--- src/rtl/wb_queue_if.sv ---
// wb_queue_if: producer handshakes, register-file write port and forwarding lookups of the writeback queue.
interface wb_queue_if #(parameter int DEPTH = 4);
    localparam int CW = $clog2(DEPTH + 1);
    logic        mem_valid;
    logic [4:0]  mem_rd;
    logic [31:0] mem_data;
    logic        mem_ready;
    logic        alu_valid;
    logic [4:0]  alu_rd;
    logic [31:0] alu_data;
    logic        alu_ready;
    logic        regwrite;
    logic [4:0]  writereg;
    logic [31:0] writedata;
    logic [4:0]  readreg1;
    logic [4:0]  readreg2;
    logic        fwd1_hit;
    logic        fwd2_hit;
    logic [31:0] fwd1_data;
    logic [31:0] fwd2_data;
    logic [CW-1:0] count;
    modport master (
        output mem_valid, mem_rd, mem_data, alu_valid, alu_rd, alu_data, readreg1, readreg2,
        input  mem_ready, alu_ready, regwrite, writereg, writedata,
               fwd1_hit, fwd2_hit, fwd1_data, fwd2_data, count
    );
    modport slave (
        input  mem_valid, mem_rd, mem_data, alu_valid, alu_rd, alu_data, readreg1, readreg2,
        output mem_ready, alu_ready, regwrite, writereg, writedata,
               fwd1_hit, fwd2_hit, fwd1_data, fwd2_data, count
    );
endinterface

--- src/rtl/wb_queue.sv ---
// wb_queue: in-order writeback FIFO merging load/ALU results onto one register-file write port, with read forwarding.
module wb_queue #(parameter int DEPTH = 4) (
    input logic clk,
    input logic rst,
    wb_queue_if.slave wb
);
    localparam int PW = $clog2(DEPTH);
    localparam int CW = $clog2(DEPTH + 1);
    logic [4:0]    r_rd [DEPTH];
    logic [31:0]   r_data [DEPTH];
    logic [PW-1:0] r_head, r_tail, w_alu_idx, w_idx;
    logic [CW-1:0] r_count;
    logic [CW:0]   w_free;
    logic          w_pop, w_mem_ready, w_alu_ready, w_mem_push, w_alu_push;
    logic          w_hit1, w_hit2;
    logic [31:0]   w_fwd1, w_fwd2;

    // free counts the slot released by this cycle's unconditional drain
    assign w_pop       = r_count != '0;
    assign w_free      = (CW+1)'(DEPTH) - {1'b0, r_count} + {{CW{1'b0}}, w_pop};
    assign w_mem_ready = w_free >= (CW+1)'(1);
    assign w_alu_ready = w_free >= (CW+1)'(wb.mem_valid ? 2 : 1);
    assign w_mem_push  = wb.mem_valid && w_mem_ready && wb.mem_rd != '0;
    assign w_alu_push  = wb.alu_valid && w_alu_ready && wb.alu_rd != '0;
    assign w_alu_idx   = r_tail + PW'(w_mem_push);

    assign wb.mem_ready = w_mem_ready;
    assign wb.alu_ready = w_alu_ready;
    assign wb.regwrite  = w_pop;
    assign wb.writereg  = w_pop ? r_rd[r_head] : '0;
    assign wb.writedata = w_pop ? r_data[r_head] : '0;
    assign wb.count     = r_count;
    assign wb.fwd1_hit  = w_hit1;
    assign wb.fwd2_hit  = w_hit2;
    assign wb.fwd1_data = w_fwd1;
    assign wb.fwd2_data = w_fwd2;

    always_ff @(posedge clk) begin
        if (rst) begin
            r_head  <= '0;
            r_tail  <= '0;
            r_count <= '0;
        end else begin
            r_head  <= r_head + PW'(w_pop);
            r_tail  <= r_tail + PW'(w_mem_push) + PW'(w_alu_push);
            r_count <= r_count + CW'(w_mem_push) + CW'(w_alu_push) - CW'(w_pop);
        end
    end

    // the load is the older instruction, so it takes tail and the ALU result tail+1
    always_ff @(posedge clk) begin
        if (!rst && w_mem_push) begin
            r_rd[r_tail]   <= wb.mem_rd;
            r_data[r_tail] <= wb.mem_data;
        end
        if (!rst && w_alu_push) begin
            r_rd[w_alu_idx]   <= wb.alu_rd;
            r_data[w_alu_idx] <= wb.alu_data;
        end
    end

    // scan oldest to youngest so the last match left standing is the youngest
    always_comb begin
        w_hit1 = 1'b0;
        w_hit2 = 1'b0;
        w_fwd1 = '0;
        w_fwd2 = '0;
        w_idx  = r_head;
        for (int i = 0; i < DEPTH; i++) begin
            w_idx = r_head + PW'(i);
            if (CW'(i) < r_count && wb.readreg1 != '0 && r_rd[w_idx] == wb.readreg1) begin
                w_hit1 = 1'b1;
                w_fwd1 = r_data[w_idx];
            end
            if (CW'(i) < r_count && wb.readreg2 != '0 && r_rd[w_idx] == wb.readreg2) begin
                w_hit2 = 1'b1;
                w_fwd2 = r_data[w_idx];
            end
        end
    end
endmodule

--- src/flat_wrapper.sv ---
// flat-port wrapper written by rule: the top's interface ports become plain ports
module wb_queue_flat 
#(parameter int DEPTH = 4)
  (clk, rst, wb_mem_valid, wb_mem_rd, wb_mem_data, wb_alu_valid, wb_alu_rd, wb_alu_data, wb_readreg1, wb_readreg2, wb_mem_ready, wb_alu_ready, wb_regwrite, wb_writereg, wb_writedata, wb_fwd1_hit, wb_fwd2_hit, wb_fwd1_data, wb_fwd2_data, wb_count);
  wb_queue_if #(.DEPTH(DEPTH)) wb_i ();
  input logic clk;
  input logic rst;
  input wire logic [$bits(wb_i.mem_valid)-1:0] wb_mem_valid;
  input wire logic [$bits(wb_i.mem_rd)-1:0] wb_mem_rd;
  input wire logic [$bits(wb_i.mem_data)-1:0] wb_mem_data;
  input wire logic [$bits(wb_i.alu_valid)-1:0] wb_alu_valid;
  input wire logic [$bits(wb_i.alu_rd)-1:0] wb_alu_rd;
  input wire logic [$bits(wb_i.alu_data)-1:0] wb_alu_data;
  input wire logic [$bits(wb_i.readreg1)-1:0] wb_readreg1;
  input wire logic [$bits(wb_i.readreg2)-1:0] wb_readreg2;
  output wire logic [$bits(wb_i.mem_ready)-1:0] wb_mem_ready;
  output wire logic [$bits(wb_i.alu_ready)-1:0] wb_alu_ready;
  output wire logic [$bits(wb_i.regwrite)-1:0] wb_regwrite;
  output wire logic [$bits(wb_i.writereg)-1:0] wb_writereg;
  output wire logic [$bits(wb_i.writedata)-1:0] wb_writedata;
  output wire logic [$bits(wb_i.fwd1_hit)-1:0] wb_fwd1_hit;
  output wire logic [$bits(wb_i.fwd2_hit)-1:0] wb_fwd2_hit;
  output wire logic [$bits(wb_i.fwd1_data)-1:0] wb_fwd1_data;
  output wire logic [$bits(wb_i.fwd2_data)-1:0] wb_fwd2_data;
  output wire logic [$bits(wb_i.count)-1:0] wb_count;
  assign wb_i.mem_valid = wb_mem_valid;
  assign wb_i.mem_rd = wb_mem_rd;
  assign wb_i.mem_data = wb_mem_data;
  assign wb_i.alu_valid = wb_alu_valid;
  assign wb_i.alu_rd = wb_alu_rd;
  assign wb_i.alu_data = wb_alu_data;
  assign wb_i.readreg1 = wb_readreg1;
  assign wb_i.readreg2 = wb_readreg2;
  assign wb_mem_ready = wb_i.mem_ready;
  assign wb_alu_ready = wb_i.alu_ready;
  assign wb_regwrite = wb_i.regwrite;
  assign wb_writereg = wb_i.writereg;
  assign wb_writedata = wb_i.writedata;
  assign wb_fwd1_hit = wb_i.fwd1_hit;
  assign wb_fwd2_hit = wb_i.fwd2_hit;
  assign wb_fwd1_data = wb_i.fwd1_data;
  assign wb_fwd2_data = wb_i.fwd2_data;
  assign wb_count = wb_i.count;
  wb_queue #(.DEPTH(DEPTH)) u_core (.clk(clk), .rst(rst), .wb(wb_i));
endmodule
--- config.mk ---
export PLATFORM = sky130hd
export DESIGN_NAME = wb_queue_flat
export DESIGN_NICKNAME = d
export VERILOG_FILES = /design/src/rtl/wb_queue_if.sv /design/src/rtl/wb_queue.sv /design/src/flat_wrapper.sv
export SDC_FILE = /design/constraint.sdc
export NUM_CORES = 1
export LEC_CHECK = 0
export CAP_MARGIN = 30
export CORE_MARGIN = 2
export CORE_UTILIZATION = 53
export CTS_CLUSTER_DIAMETER = 100
export DETAILED_ROUTE_END_ITERATION = 10
export MAX_ROUTING_LAYER = met4
export PLACE_DENSITY = 0.78
export SLEW_MARGIN = 20
export SYNTH_ARGS = -nofsm -noshare
export SYNTH_HDL_FRONTEND = slang
export SYNTH_SLANG_ARGS = --single-unit
--- constraint.sdc ---
create_clock -name clk -period 17.3 [get_ports clk]
set_input_delay 2.595 -clock clk [delete_from_list [all_inputs] [get_ports clk]]
set_output_delay 2.595 -clock clk [all_outputs]
set_load 0.05 [all_outputs]
==> results of run 1 <==
-- registers in the layout, indices dropped and copies added, names as in the netlist --
name	count
u_core.r_head	2
u_core.r_data	128
u_core.r_rd	20
u_core.r_tail	2
u_core.wb.count	3
-- layout make-up --
type	instances	area, um2
Antenna cell	4	10.0
Clock buffer	17	425
Clock inverter	15	200
Fill cell	1920	8410
Inverter	15	58.8
Multi-Input combinational cell	938	8030
Sequential cell	155	4590
Tap cell	324	405
Timing Repair Buffer	222	2180
-- per-stage QoR --
stage / instance area, um2 / cells / utilization (%)
4_1_cts: 15900 / 1684 / 65.2
5_1_grt: 15900 / 1689 / 65.4
3_3_place_gp: 15200 / 1651 / 62.6
2_1_floorplan: 13200 / 1217 / -
3_5_place_dp: 15200 / 1652 / 62.7
6_report: 15900 / 1690 / 65.4
-- power by group through the flow --
stage	combinational, uW	sequential, uW	clock [uW]
global placement	1720	592	0
global route	1880	602	420
detailed placement	1750	598	0
CTS	1760	590	405
floorplan	1310	564	0
finish	1770	592	403
-- logic make-up (layout without fill, tap and decap cells) --
| family | after synthesis | count (layout) | synth area share [%] |
|---|---|---|---|
| AO/OA/AOI/OAI | 235 | 235 | 15.3 |
| AND/OR/NAND/NOR | 293 | 293 | 11.0 |
| buffers and inverters | 124 | 269 | 4.55 |
| adder cells (fa/ha/maj) | 13 | 13 | 1.35 |
| XOR/XNOR | 49 | 49 | 3.26 |
| multiplexers | 348 | 348 | 29.7 |
| flip-flops | 155 | 155 | 34.8 |
| other | 0 | 4 | 0 |
-- synthesized netlist by cell type, drive strengths merged (18+ instances only) --
library cell and number:
xnor2 37, and2 39, edfxtp 148, mux2 204, o21a 18, nand2 108
nor3 24, o21ai 62, nor2 46, or3 38, a21oi 39, a221oi 64
o221ai 24, mux2i 132, buf 59, clkbuf 50
-- layer usage --
layer | global-route usage, % | up-vias | wire length [um]
li1 | - | 4938 | -
met1 | 37.8 | 5186 | 15600
met2 | 49.4 | 457 | 18600
met3 | 4.01 | 79 | 2600
met4 | 10.3 | 0 | 916
met5 | - | - | 0
-- critical path, cell delays in order --
cell and delay (ns):
clkdlybuf4s50_1 0.69, xnor2_1 0.14, or3_1 0.40, a211oi_4 0.20
buf_4 0.58, nand2b_2 0.50, buf_4 0.48, a221oi_1 0.09
a221oi_1 0.27, clkdlybuf4s50_1 0.86
-- final timing paths --
kind	cells after the start	from	end
max reg2reg	12	u_core.wb.count[2]	u_core.r_data[0][3]
max	10	wb_readreg1[2]	wb_fwd1_data[0]
min	3	u_core.wb.count[0]	u_core.wb.count[0]
min reg2reg	3	u_core.wb.count[0]	u_core.wb.count[0]
==> metrics.yaml, run 1 <==
sta:
  worst_clock_skew_ns: 0.0108
  final.min_clock_period_ns: 9.47
  slew_violations: 0
  timing.fmax_ghz: 0.106
  worst_pin_slew_ns: 0.945
  final.setup.worst_slack_ns: 7.83
  finalHoldViolCount: 0
  hold_ws_ns: 0.791
  period_share_pct: 54.7
  relSlewSlack_pct: 37.0
  setup_viol: 0
  finalSetupTns_ns: 0
  rsz0062_at_grt: "no"
grt:
  grt_pass1_wl_mm: 58.7
  grt_pass1_vias: 10600
  antenna_found_initial: 3
  grt_overflow: 0
  grtUsageTotal_pct: 29.9
  grt_max_degree: 98
run_status:
  outcome: "completed"
critical_path:
  startpoint_type: "input pin"
  cp_max_fo: 34
  path_class: "input pin to output pin"
  crit_required_ns: 14.70
  cp.arrival_ns: 6.87
  end_kind: "output pin"
  rrSetupSlack_ns: 13.17
die:
  coreArea_mm2: 0.0243
  fp.dieH_um: 162
  die-area_mm2: 0.0261
  die-width_um: 162
  rows: 57
  start_util_pct: 54.1
  io_pins: 197
cells_and_area:
  synthToLayoutAreaGrowth_pct: 20.9
  mostFrequentLayoutCells: "mux2_2 (203), clkdlybuf4s50_1 (196), edfxtp_1 (148)"
  layout_commonest_cell: "mux2_2"
  drive_gt1_share_pct: 25.8
  layout.nets: 1450
power_and_ir_drop:
  sw_frac_of_total_pct: 49.4
  ir_drop_v: 0.000114
  power_density_mw_per_mm2: 174
  clkPwrFrac_pct: 14.6
  leakage_uw: 0.00541
  internal_power_uw: 1400
  p_comb_share_pct: 64.0
  seq_power_share_pct: 21.4
  power_uw: 2770
  switchingPower_uw: 1370
clocking:
  post-cts-setup-buffer-count: 0
  cts_hold_buf: 0
  cts_inserted_buffers: 17
  clk_pin_slew_ns: 0.06
  cts_max_level: 4
  cts_root_buf: "clkbuf_16"
  clk_latency_ns: 0.44
  cts_tree: "yes"
  cts_max_path_buffers: 2
  cts.sinks: 155
  cts_resized: 0
placed_design:
  hpwl_mm: 25.1
  post-place-ws_ns: 7.86
  gp_congestion: 0.960
  port_buffers: 196
route:
  viasPerCell: 6.31
  vias: 10700
  first_iter_violations: 982
  firstDrtPassIters: 6
  wire_per_inst_um: 22.3
  wl_mm: 37.7
  antenna_left: 0
  drc: 0
flow_run:
  maxCapViolations: 0
synth:
  ys_seq_area_share_pct: 34.8
  ys.flop_type: "edfxtp_1"
  ys_async_sr_fraction_pct: 0
  avgSynthCellArea_um2: 10.8
  synth_enable_flop_cells: 148
  syn_nets: 1318
  yosysTopAreaCell: "edfxtp_1"
  synth_warnings: 0
  syn-cell-area_mm2: 0.0132
  synth_cells: 1217
  yosys-top-cells-area: "edfxtp_1 (34%), mux2_2 (17%), mux2i_1 (10%)"
  yosys_register_bits: 155
  yosysUniqueCellTypes: 56
  synth.top_cell.area_share_pct: 33.8
min_path:
  holdCritPathClass: "flop to flop"
Power figures use the tool's default switching activity.
==> inputs of run 2 (changes only) <==
clock period = 9.3 ns   (was 17.3 ns; I/O delays follow)
==> run 2 against run 1 <==
  * Non-clock buffer count grew 1
  * Clock power rose by 66%
  * Die area stayed put
  * Wire length decreased by 0.47%
  * Core utilization is essentially flat
  * Critical endpoint unchanged
  * Largest power group unchanged
  * Sequential share of layout area is essentially flat
==> metrics.yaml, run 2 (synthesis results as in run 1) <==
run_status:
  outcome: "completed"
route:
  vias: 10700
  viasPerCell: 6.34
  firstDrtPassIters: 5
  wl_mm: 37.6
  drc: 0
  wire_per_inst_um: 22.2
  antenna_left: 0
  first_iter_violations: 946
clocking:
  post-cts-setup-buffer-count: 0
  cts_inserted_buffers: 17
  clk_latency_ns: 0.43
  cts_resized: 0
  cts_hold_buf: 0
  cts_max_path_buffers: 2
  cts.sinks: 155
  clk_pin_slew_ns: 0.07
  cts_root_buf: "clkbuf_16"
  cts_max_level: 4
  cts_tree: "yes"
cells_and_area:
  largest_reg_flops: 128
  mostFrequentLayoutCells: "mux2_2 (203), clkdlybuf4s50_1 (196), edfxtp_1 (148)"
  layout_commonest_cell: "mux2_2"
  top_register: "u_core.r_data"
  synthToLayoutAreaGrowth_pct: 20.8
  layout.nets: 1451
  drive_gt1_share_pct: 26.0
sta:
  relSlewSlack_pct: 42.0
  setup_viol: 0
  final.setup.worst_slack_ns: 2.32
  slew_violations: 0
  worst_pin_slew_ns: 0.869
  finalHoldViolCount: 0
  period_share_pct: 75.1
  rsz0062_at_grt: "no"
  worst_clock_skew_ns: 0.0111
  timing.fmax_ghz: 0.143
  finalSetupTns_ns: 0
  final.min_clock_period_ns: 6.98
critical_path:
  cp_top_family: "buffers and inverters"
  worst-path-buf-inv: 4
  path_class: "input pin to output pin"
  end_kind: "output pin"
  cp_max_fo: 34
  cp_cell_sequence: "clkdlybuf4s50_1 > xnor2_1 > or3_1 > a211oi_4 > buf_4 > nand2b_2 > buf_4 > a221oi_1 > a221oi_1 > clkdlybuf4s50_1"
  critical_path.max_stage_delay_ns: 0.84
  startpoint_type: "input pin"
  slowest_stage: "clkdlybuf4s50_1"
  crit_required_ns: 7.91
  cp.arrival_ns: 5.59
die:
  start_util_pct: 54.1
  rows: 57
  die-width_um: 162
  coreArea_mm2: 0.0243
  io_pins: 197
  fp.dieH_um: 162
  die-area_mm2: 0.0261
power_and_ir_drop:
  ir_drop_v: 0.000177
  power_density_mw_per_mm2: 320
  leakage_uw: 0.00539
placed_design:
  post-place-ws_ns: 2.08
  hpwl_mm: 25.4
  gp_congestion: 0.929
  port_buffers: 196
grt:
  antenna_found_initial: 4
  grt_overflow: 0
  grt_max_degree: 113
  grt_pass1_vias: 10700
  grtUsageTotal_pct: 29.4
  grt_pass1_wl_mm: 58.1
flow_run:
  maxCapViolations: 0
min_path:
  holdCritPathClass: "flop to flop"
run 2: worst paths after layout:
kind                 startpoint                   end  slack [ns]  depth (start not counted)
min reg2reg    u_core.r_tail[0]     u_core.r_rd[3][0]        0.78                          2
max reg2reg  u_core.wb.count[2]  u_core.r_data[0][11]        4.95                         12
min            u_core.r_tail[0]     u_core.r_rd[3][0]        0.78                          2
max              wb_readreg1[2]       wb_fwd1_data[0]        2.32                         10
run 2: per-layer routing:
metal | GRT usage [%] | wire length [um] | vias to the layer above
met5 | - | 0 | -
met4 | 10.3 | 956 | 0
met3 | 4.34 | 2720 | 78
met2 | 49.7 | 18400 | 490
met1 | 36.1 | 15500 | 5195
li1 | - | - | 4959
run 2: area by class of cell:
class                           count  area (um2)
Fill cell                        1897        8420
Multi-Input combinational cell    938        8030
Sequential cell                   155        4590
Timing Repair Buffer              223        2230
Clock buffer                       17         425
Tap cell                          324         405
Clock inverter                     15         140
Inverter                           15        58.8
Antenna cell                        5        12.5
run 2: stage by stage:
stage | util [%] | instances | power, uW | hold WS (ns) | cell area, um2
finish | 65.4 | 1692 | 5080 | 0.782 | 15900
global route | 65.4 | 1691 | 5340 | 0.822 | 15900
global placement | 62.6 | 1650 | 4310 | 0.765 | 15200
floorplan | - | 1217 | 3500 | 0.561 | 13200
detailed placement | 62.7 | 1651 | 4370 | 0.771 | 15300
CTS | 65.1 | 1683 | 5050 | 0.786 | 15800
run 2: worst min-delay path, stage by stage (launching register included):
cell and delay, ns:
dfxtp_1 0.35, nand3_1 0.11, nand2_2 0.13
run 2: power by group:
| part | switching (uW) | internal, uW |
|---|---|---|
| combinational | 2100 | 1220 |
| sequential | 142 | 958 |
| clock | 296 | 373 |
